[config.mk]
export PLATFORM = sky130hd
export DESIGN_NAME = lcd_timing_gen
export DESIGN_NICKNAME = d
export VERILOG_FILES = /design/src/rtl/lcd_timing_pkg.sv /design/src/rtl/lcd_raster_counter.sv /design/src/rtl/lcd_timing_gen.sv
export SDC_FILE = /design/constraint.sdc
export NUM_CORES = 1
export LEC_CHECK = 0
export CAP_MARGIN = 20
export CORE_MARGIN = 2
export CORE_UTILIZATION = 47
export CTS_CLUSTER_SIZE = 16
export DETAILED_ROUTE_END_ITERATION = 12
export GPL_TIMING_DRIVEN = 0
export PLACE_DENSITY = 0.77
export SYNTH_ARGS = -nofsm -noshare
export SYNTH_HDL_FRONTEND = slang
export SYNTH_HIERARCHICAL = 1
export SYNTH_SLANG_ARGS = --single-unit
export TNS_END_PERCENT = 5
[constraint.sdc]
create_clock -name LCD_PCLK -period 2.9 [get_ports LCD_PCLK]
set_clock_uncertainty 0.2 [all_clocks]
set_input_delay 0.29 -clock LCD_PCLK [delete_from_list [all_inputs] [get_ports LCD_PCLK]]
set_output_delay 0.29 -clock LCD_PCLK [all_outputs]
set_load 0.02 [all_outputs]
[src/rtl/lcd_timing_pkg.sv]
// Shared raster geometry and pixel format for the 480x272 RGB LCD.
// Defaults are overridable per instance through top-level parameters.
package lcd_timing_pkg;

    localparam int unsigned H_ACTIVE_DEF = 480;
    localparam int unsigned H_SYNC_DEF   = 41;
    localparam int unsigned H_BP_DEF     = 2;
    localparam int unsigned H_FP_DEF     = 2;
    localparam int unsigned V_ACTIVE_DEF = 272;
    localparam int unsigned V_SYNC_DEF   = 10;
    localparam int unsigned V_BP_DEF     = 2;
    localparam int unsigned V_FP_DEF     = 2;

    localparam int unsigned H_TOTAL_DEF =
        H_SYNC_DEF + H_BP_DEF + H_ACTIVE_DEF + H_FP_DEF;
    localparam int unsigned V_TOTAL_DEF =
        V_SYNC_DEF + V_BP_DEF + V_ACTIVE_DEF + V_FP_DEF;

    localparam int unsigned H_ACT_START_DEF = H_SYNC_DEF + H_BP_DEF;
    localparam int unsigned H_ACT_END_DEF   = H_ACT_START_DEF + H_ACTIVE_DEF;
    localparam int unsigned V_ACT_START_DEF = V_SYNC_DEF + V_BP_DEF;
    localparam int unsigned V_ACT_END_DEF   = V_ACT_START_DEF + V_ACTIVE_DEF;

    typedef struct packed {
        logic [4:0] r;
        logic [5:0] g;
        logic [4:0] b;
    } rgb565_t;

    localparam rgb565_t BLACK = '0;

    function automatic int unsigned span_total(
        input int unsigned sync,
        input int unsigned bp,
        input int unsigned act,
        input int unsigned fp
    );
        return sync + bp + act + fp;
    endfunction

endpackage

[src/rtl/lcd_raster_counter.sv]
// Horizontal/vertical raster counters and region decode.
// Counters sit at 0,0 whenever enable is low.
module lcd_raster_counter
    import lcd_timing_pkg::*;
#(
    parameter int unsigned H_ACTIVE = H_ACTIVE_DEF,
    parameter int unsigned H_SYNC   = H_SYNC_DEF,
    parameter int unsigned H_BP     = H_BP_DEF,
    parameter int unsigned H_FP     = H_FP_DEF,
    parameter int unsigned V_ACTIVE = V_ACTIVE_DEF,
    parameter int unsigned V_SYNC   = V_SYNC_DEF,
    parameter int unsigned V_BP     = V_BP_DEF,
    parameter int unsigned V_FP     = V_FP_DEF
) (
    input  logic       LCD_PCLK,
    input  logic       GLOBAL_RESET,
    input  logic       enable,
    output logic       hs,
    output logic       vs,
    output logic       act,
    output logic       origin,
    output logic       line_start,
    output logic       next_act,
    output logic [8:0] next_line_num
);

    localparam int unsigned H_TOTAL =
        span_total(H_SYNC, H_BP, H_ACTIVE, H_FP);
    localparam int unsigned V_TOTAL =
        span_total(V_SYNC, V_BP, V_ACTIVE, V_FP);

    localparam logic [9:0] H_LAST  = 10'(H_TOTAL - 1);
    localparam logic [8:0] V_LAST  = 9'(V_TOTAL - 1);
    localparam logic [9:0] H_SYNCE = 10'(H_SYNC);
    localparam logic [8:0] V_SYNCE = 9'(V_SYNC);
    localparam logic [9:0] H_ACT_S = 10'(H_SYNC + H_BP);
    localparam logic [9:0] H_ACT_E = 10'(H_SYNC + H_BP + H_ACTIVE);
    localparam logic [8:0] V_ACT_S = 9'(V_SYNC + V_BP);
    localparam logic [8:0] V_ACT_E = 9'(V_SYNC + V_BP + V_ACTIVE);

    logic [9:0] h_cnt;
    logic [8:0] v_cnt;
    logic [8:0] v_nxt;
    logic       h_act;
    logic       v_act;

    always_ff @(posedge LCD_PCLK or posedge GLOBAL_RESET) begin
        if (GLOBAL_RESET) begin
            h_cnt <= '0;
            v_cnt <= '0;
        end else if (!enable) begin
            h_cnt <= '0;
            v_cnt <= '0;
        end else if (h_cnt == H_LAST) begin
            h_cnt <= '0;
            v_cnt <= (v_cnt == V_LAST) ? 9'd0 : v_cnt + 9'd1;
        end else begin
            h_cnt <= h_cnt + 10'd1;
        end
    end

    assign hs     = (h_cnt < H_SYNCE);
    assign vs     = (v_cnt < V_SYNCE);
    assign h_act  = (h_cnt >= H_ACT_S) && (h_cnt < H_ACT_E);
    assign v_act  = (v_cnt >= V_ACT_S) && (v_cnt < V_ACT_E);
    assign act    = h_act && v_act;
    assign origin = (h_cnt == 10'd0) && (v_cnt == 9'd0);

    // The fetcher gets a whole line of lead: decode the line after this one.
    assign line_start    = (h_cnt == 10'd0);
    assign v_nxt         = (v_cnt == V_LAST) ? 9'd0 : v_cnt + 9'd1;
    assign next_act      = (v_nxt >= V_ACT_S) && (v_nxt < V_ACT_E);
    assign next_line_num = v_nxt - V_ACT_S;

endmodule

[src/rtl/lcd_timing_gen.sv]
// LCD raster timing generator and pixel pump: pops the line FIFO
// during active pixels and registers syncs, den and RGB565 together.
module lcd_timing_gen
    import lcd_timing_pkg::*;
#(
    parameter int unsigned H_ACTIVE = H_ACTIVE_DEF,
    parameter int unsigned H_SYNC   = H_SYNC_DEF,
    parameter int unsigned H_BP     = H_BP_DEF,
    parameter int unsigned H_FP     = H_FP_DEF,
    parameter int unsigned V_ACTIVE = V_ACTIVE_DEF,
    parameter int unsigned V_SYNC   = V_SYNC_DEF,
    parameter int unsigned V_BP     = V_BP_DEF,
    parameter int unsigned V_FP     = V_FP_DEF
) (
    input  logic        LCD_PCLK,
    input  logic        GLOBAL_RESET,
    input  logic        enable,
    input  logic [15:0] fifo_data,
    input  logic        fifo_empty,
    output logic        fifo_rd,
    output logic        line_req,
    output logic [8:0]  line_num,
    output logic        frame_start,
    output logic [4:0]  lcd_r,
    output logic [5:0]  lcd_g,
    output logic [4:0]  lcd_b,
    output logic        lcd_hsync,
    output logic        lcd_vsync,
    output logic        lcd_den,
    output logic        underflow
);

    logic       hs;
    logic       vs;
    logic       act;
    logic       origin;
    logic       line_start;
    logic       next_act;
    logic [8:0] next_line_num;
    rgb565_t    px;

    lcd_raster_counter #(
        .H_ACTIVE (H_ACTIVE),
        .H_SYNC   (H_SYNC),
        .H_BP     (H_BP),
        .H_FP     (H_FP),
        .V_ACTIVE (V_ACTIVE),
        .V_SYNC   (V_SYNC),
        .V_BP     (V_BP),
        .V_FP     (V_FP)
    ) u_cnt (
        .LCD_PCLK      (LCD_PCLK),
        .GLOBAL_RESET  (GLOBAL_RESET),
        .enable        (enable),
        .hs            (hs),
        .vs            (vs),
        .act           (act),
        .origin        (origin),
        .line_start    (line_start),
        .next_act      (next_act),
        .next_line_num (next_line_num)
    );

    assign fifo_rd = enable & act & ~fifo_empty;
    assign px      = fifo_rd ? rgb565_t'(fifo_data) : BLACK;

    always_ff @(posedge LCD_PCLK or posedge GLOBAL_RESET) begin
        if (GLOBAL_RESET) begin
            lcd_r       <= '0;
            lcd_g       <= '0;
            lcd_b       <= '0;
            lcd_hsync   <= 1'b0;
            lcd_vsync   <= 1'b0;
            lcd_den     <= 1'b0;
            frame_start <= 1'b0;
            line_req    <= 1'b0;
            line_num    <= '0;
            underflow   <= 1'b0;
        end else if (!enable) begin
            lcd_r       <= '0;
            lcd_g       <= '0;
            lcd_b       <= '0;
            lcd_hsync   <= 1'b0;
            lcd_vsync   <= 1'b0;
            lcd_den     <= 1'b0;
            frame_start <= 1'b0;
            line_req    <= 1'b0;
            line_num    <= '0;
            underflow   <= 1'b0;
        end else begin
            lcd_r       <= px.r;
            lcd_g       <= px.g;
            lcd_b       <= px.b;
            lcd_hsync   <= hs;
            lcd_vsync   <= vs;
            lcd_den     <= act;
            frame_start <= origin;
            line_req    <= line_start & next_act;
            if (line_start && next_act)
                line_num <= next_line_num;
            // A new frame wins over an underflow seen in the same cycle.
            if (origin)
                underflow <= 1'b0;
            else if (act && fifo_empty)
                underflow <= 1'b1;
        end
    end

endmodule

# Yosys cells after proc, flatten, opt, wreduce, memory -nomap -nowiden
# Index checks and enable logic that the tools add are counted.
[totals]
regBits = 50
latchBits = 0
ram_bits = 0
rom_bits = 0
in_bits = 20
output_inout_bits = 32
elab_cells = 60
mem_count = 0
[classes]
add_sub_neg = 3
multipliers = 0
n_div = 0
n_lt_le_gt_ge = 8
eq_ne = 5
shifts = 0
n_mux = 19
bitwise_logic = 4
n_reduce_logical = 9
[ops]
columns = ["op", "count"]
rows = [
  ["$mux W9", 5],
  ["$mux W10", 2],
  ["$ge A9 B4 Y1 const B", 2],
  ["$lt A9 B9 Y1 const B", 2],
  ["$mux W16", 1],
  ["$add A10 B1 Y10 const B", 1],
  ["$eq A10 B10 Y1 const B", 1],
  ["$ge A10 B6 Y1 const B", 1],
  ["$logic_not A10 Y1", 1],
  ["$lt A10 B10 Y1 const B", 1],
  ["$lt A10 B6 Y1 const B", 1],
  ["$mux W5", 2],
  ["$add A9 B1 Y9 const B", 1],
  ["$eq A9 B9 Y1 const B", 1],
  ["$logic_not A9 Y1", 1],
  ["$lt A9 B4 Y1 const B", 1],
  ["$sub A9 B4 Y9 const B", 1],
  ["$mux W1", 8],
  ["$logic_and A1 B1 Y1", 7],
  ["$mux W6", 1],
  ["$ne A2 B1 Y1 const B", 2],
  ["$and A1 B1 Y1", 3],
  ["$ne A3 B1 Y1 const B", 1],
  ["$not A1 Y1", 1],
]

# Logic depth before layout (Yosys ltp)
[depth]
word_depth = 7
mapped_depth = 11
ltp_nobuf = 9

# Hierarchy
# Netlist, hierarchy kept.
[modules_own_cells]
columns = ["mod", "instances", "cells_each", "area_each_um2"]
rows = [
  ["lcd_raster_counter", 1, 183, 1481.4],
  ["lcd_timing_gen", 1, 92, 1149.9],
]

# Least setup slack after synthesis
# Ideal clock, no wire load.
[synth_path]
path_kind = "reg-to-reg"
startpoint = "reg u_cnt.v_cnt[7]"
endpoint = "reg line_num[0]"
setup_time_ps = 83
arrival_ps = 2483
path_slack_ps = 135
stages_incl_launch_ff = 12
path_buffers = 3
period_less_slack_ps = 2765
cell_sequence = "dfrtp_1 -> buf_2 -> nor4b_1 -> and3_2 -> buf_4 -> nor2b_1 -> ha_1 -> a2111oi_0 -> a21oi_1 -> and2_1 -> clkbuf_1 -> o21ai_0"
[synth_between]
elab_chain_cells = 6
word_cells_on_any_way = 11
classes_between = "add/sub: 2; order compare: 2; eq/ne: 2; mux: 3; reduce/logical: 2"
[synth_lines]
columns = ["item", "line_no", "rtl"]
rows = [
  ["start: declaration", "lcd_raster_counter.sv:42", "logic [8:0] v_cnt;"],
  ["start signal: assignment", "lcd_raster_counter.sv:56", "v_cnt <= (v_cnt == V_LAST) ? 9'd0 : v_cnt + 9'd1;"],
  ["$add A9 B1 Y9 / $eq A9 B9 Y1 (equally long branches)", "lcd_raster_counter.sv:71", "assign v_nxt = (v_cnt == V_LAST) ? 9'd0 : v_cnt + 9'd1;"],
  ["$mux W9 (*)", "lcd_raster_counter.sv:71", ""],
  ["$ge A9 B4 Y1 / $lt A9 B9 Y1 (equally long branches)", "lcd_raster_counter.sv:72", "assign next_act = (v_nxt >= V_ACT_S) && (v_nxt < V_ACT_E);"],
  ["$logic_and A1 B1 Y1 (*)", "lcd_raster_counter.sv:72", ""],
  ["net next_act", "lcd_timing_gen.sv:38", "logic next_act;"],
  ["$logic_and A1 B1 Y1 (*)", "lcd_timing_gen.sv:99", "if (line_start && next_act)"],
  ["$ne A2 B1 Y1 (no source line) (*)", "n/a", ""],
  ["end signal: assignment", "lcd_timing_gen.sv:100", "line_num <= next_line_num;"],
  ["end: declaration", "lcd_timing_gen.sv:22", "output logic [8:0] line_num,"],
]
# Mark *: on every way through the listed nets, which the timed path passes. The rest lies on a longest branch. The select of a mux whose other input is x is not followed.
# A chain may end at the register's enable or synchronous reset.

# Worst setup path in the final report
[layout_path]
startpoint = "reg u_cnt.h_cnt[6]"
endpoint = "out fifo_rd"
[layout_between]
elab_chain_cells = 5
word_cells_on_any_way = 6
classes_between = "order compare: 2; bitwise: 2; reduce/logical: 2"
[layout_lines]
columns = ["item", "line_no", "rtl"]
rows = [
  ["start: declaration", "lcd_raster_counter.sv:41", "logic [9:0] h_cnt;"],
  ["start signal: assignment", "lcd_raster_counter.sv:58", "h_cnt <= h_cnt + 10'd1;"],
  ["$ge A10 B6 Y1 / $lt A10 B10 Y1 (equally long branches)", "lcd_raster_counter.sv:64", "assign h_act = (h_cnt >= H_ACT_S) && (h_cnt < H_ACT_E);"],
  ["$logic_and A1 B1 Y1 (*)", "lcd_raster_counter.sv:64", ""],
  ["$logic_and A1 B1 Y1 (*)", "lcd_raster_counter.sv:66", "assign act = h_act && v_act;"],
  ["net act", "lcd_timing_gen.sv:35", "logic act;"],
  ["$and A1 B1 Y1 (*) (2 in series)", "lcd_timing_gen.sv:64", "assign fifo_rd = enable & act & ~fifo_empty;"],
  ["end: declaration", "lcd_timing_gen.sv:20", "output logic fifo_rd,"],
]
# Mark *: on every way through the listed nets, which the timed path passes. The rest lies on a longest branch.

==> results.sh <==
export IMPL_drt_pre_antenna_iters=4
export IMPL_cts_buffers=5
export IMPL_setup_violations=0
export IMPL_grt_first_pass_wirelength_um=9440
export IMPL_clk_latency_ns=0.30
export IMPL_critPathLaunchType="flip-flop"
export IMPL_cap_violations=0
export IMPL_grt_setup_unrepaired="true"
export IMPL_min_period_ns=2.75
export IMPL_grt_max_degree=20
export IMPL_yosysUniqueCellTypes=48
export IMPL_pwr_density_cell_nw_per_um2=357
export IMPL_grt_overflow=0
export IMPL_fin_crit_sh_pct=95.0
export IMPL_pwr_share_clk_pct=33.3
export IMPL_initial_core_util_pct=48.1
export IMPL_r2r_end="line_num[0]"
export IMPL_status="finished, final reports clean"
export IMPL_yosysWarnings=6
export IMPL_ys_ff_latch=50
export IMPL_area_growth_pct=28.7
export IMPL_core_area_sq_um=5470
export IMPL_synth_compound_area_share_pct=10.9
export IMPL_layout_commonest_cell="clkdlybuf4s50_1"
export IMPL_ys_seq_area_share_pct=47.6
export IMPL_cts_max_level=2
export IMPL_synthMuxAreaShare_pct=0
export IMPL_critPathArrivalTime_ns=2.26
export IMPL_synth_enable_flop_cells=0
export IMPL_hp_class="input pin to async pin"
export IMPL_grt_antenna_before_repair=0
export IMPL_syn_avg_cell_area_sq_um=9.57
export IMPL_r2r_slack_ns=0.20
export IMPL_synthSimpleGateAreaFrac_pct=25.6
export IMPL_synth_main_ff_cell="dfrtp_1"
export IMPL_setup_tns_ns=0
export IMPL_total_power_uw=1210
export IMPL_cts_sinks=50
export IMPL_drtIter0Drc=90
export IMPL_setup_slack_ns=0.146
export IMPL_syn_area_sq_um=2630
export IMPL_vias_per_cell=5.32
export IMPL_path_class="flip-flop to primary output"
export IMPL_fin_hold_ws_ns=0.207
export IMPL_antenna_cells=0
export IMPL_ir_worst_vdd_mv=0.240
export IMPL_fp_dieArea_sq_um=6210
export IMPL_maxSlewHeadroom_pct=51.5
export IMPL_grt_use_total_pct=19.0
export IMPL_nNetsFinal=361
export IMPL_cts_tree="done"
export IMPL_root_buffer="clkbuf_8"
export IMPL_reg2reg_depth=10
export IMPL_synth_xor_area_share_pct=6.66
export IMPL_multi_input_area_sq_um=1260
export IMPL_pre_cts_ws_ns=-0.254
export IMPL_syn_nets=302
export IMPL_synth_fa_ha_area_share_pct=3.33
export IMPL_sequentialPowerShare_pct=58.6
export IMPL_synth_top_family_by_area="simple AND/OR/NAND/NOR gates"
export IMPL_path_clk_slew_ns=0.09
export IMPL_worst_pin_slew_ns=0.727
export IMPL_r2r_start="u_cnt/v_cnt[6]"
export IMPL_layout_common_cells="clkdlybuf4s50_1 (50), dfrtp_1 (49), nand2_1 (24)"
export IMPL_dieHeight_um=78.8
export IMPL_yosysTopAreaCell="dfrtp_1"
export IMPL_synthCells=275
export IMPL_fillers=440
export IMPL_drive_gt1_share_pct=15.2
export IMPL_die_x_um=78.8
export IMPL_switching_power_uw=288
export IMPL_worstSetupEndpointType="primary output"
export IMPL_ff_latch_area_sq_um=1250
export IMPL_rows=27
export IMPL_drc=0
export IMPL_intPower_uw=919
export IMPL_grt_pass1_vias=2008
export IMPL_io_buffers=51
export IMPL_vias=2164
export IMPL_synth_top_area_share_pct=47.6
export IMPL_io_pin_count=52
export IMPL_leakage_uw=0.00149
export IMPL_async_flop_share_pct=100
export IMPL_finalHoldViolCount=0
export IMPL_p_sw_share_pct=23.9
export IMPL_max_freq_ghz=0.363
export IMPL_crit_required_ns=2.41
export IMPL_slew_violations=0
export IMPL_hpwlAfterDp_um=4120
export IMPL_routabilityCongestion=0.936
export IMPL_ctsLongestPathBuffers=2
export IMPL_crit_path_start="u_cnt/h_cnt[6]"
export IMPL_post_synth_main_area_contributors="dfrtp_1 (48%), o21ai_0 (4.0%), xor2_1 (4.0%)"
export IMPL_worstPathMaxFanout=17
export IMPL_comb_power_share_pct=8.1
export IMPL_ant_nets=0
export IMPL_wirelength_um=5570
export IMPL_post_drt_wl_per_cell_um=13.7
-- Yosys cell counts, drive strengths merged, types with 2 or more instances --
master / n
dfrtp: 50
and2: 24
nand2: 24
o21ai: 24
nor2: 21
nand3: 14
xor2: 12
clkbuf: 10
inv: 10
nand4: 10
a21oi: 9
buf: 9
xnor2: 8
ha: 7
and3: 6
nor3: 6
or3: 4
nand2b: 3
o211ai: 3
a211oi: 2
nor2b: 2
nor3b: 2
-- registers in the layout, summed over array words and instances, names as in the netlist --
name,cells
lcd_hsync,1
lcd_g,6
lcd_vsync,1
line_req,1
lcd_b,5
underflow,1
u_cnt/v_cnt,9
u_cnt/h_cnt,10
lcd_den,1
lcd_r,5
line_num,9
frame_start,1
-- routing by layer --
layer  vias to the layer above  GRT usage (%)  wire, um
met4                         0           6.03        57
met3                         7           3.98       454
met1                      1008           25.1      2440
met5                         -              0         0
li1                       1054              -         -
met2                        95           31.3      2620
-- cell families after synthesis --
logic type,after synthesis
flops,50
xor+xnor,20
buf+inv,29
fa+ha+maj,7
compound gates,47
simple gates,122
-- power groups by stage --
stage / Combinational [uW] / Sequential (uW) / Clock, uW
5_1_grt: 111 / 709 / 445
3_3_place_gp: 95.6 / 722 / 0
3_5_place_dp: 98.4 / 722 / 0
2_1_floorplan: 46.2 / 725 / 0
6_report: 97.7 / 708 / 402
4_1_cts: 99.4 / 708 / 420
-- repair_timing --
action                                  CTS  global route
endpoints found under the setup margin   11            11
pin swaps                                 2             4
hold buffers                              0             0
setup buffers                             2             1
gates resized for setup                  12            13
-- cell type report --
cell class | instances | area share, %
clock buffers | 5 | 2.03
well taps | 72 | 2.66
plain buffers | 16 | 3.14
repair buffers | 55 | 16.2
flip-flops and latches | 50 | 37.0
multi-input cells | 196 | 37.2
clock inverters | 3 | 0.628
inverters | 10 | 1.11
-- critical path, stage by stage (launching register included) --
cell and delay, ns:
dfrtp_1 0.38, or3_1 0.37, buf_4 0.16, nor2_1 0.08, nand2_1 0.06, o22a_1 0.18
a211oi_2 0.22, and3b_1 0.21, buf_6 0.17, buf_6 0.13
-- through the flow --
stage | instances | utilization (%) | instance area, sq um
after floorplan | 275 | - | 2630
after global placement | 398 | 59.1 | 3230
after detailed placement | 399 | 59.3 | 3250
after CTS | 407 | 61.4 | 3360
after global routing | 407 | 61.9 | 3390
final | 407 | 61.9 | 3390
-- worst max path at each step --
stage	to	cells after the start	slack [ns]
3_3_place_gp	fifo_rd	10	-0.22
6_report	fifo_rd	9	0.15
3_5_place_dp	fifo_rd	10	-0.25
2_1_floorplan	line_num[0]	11	0.13
4_1_cts	line_num[2]	11	0.01
5_1_grt	fifo_rd	9	-0.02
Note: power is estimated with default switching activity, not from simulation.
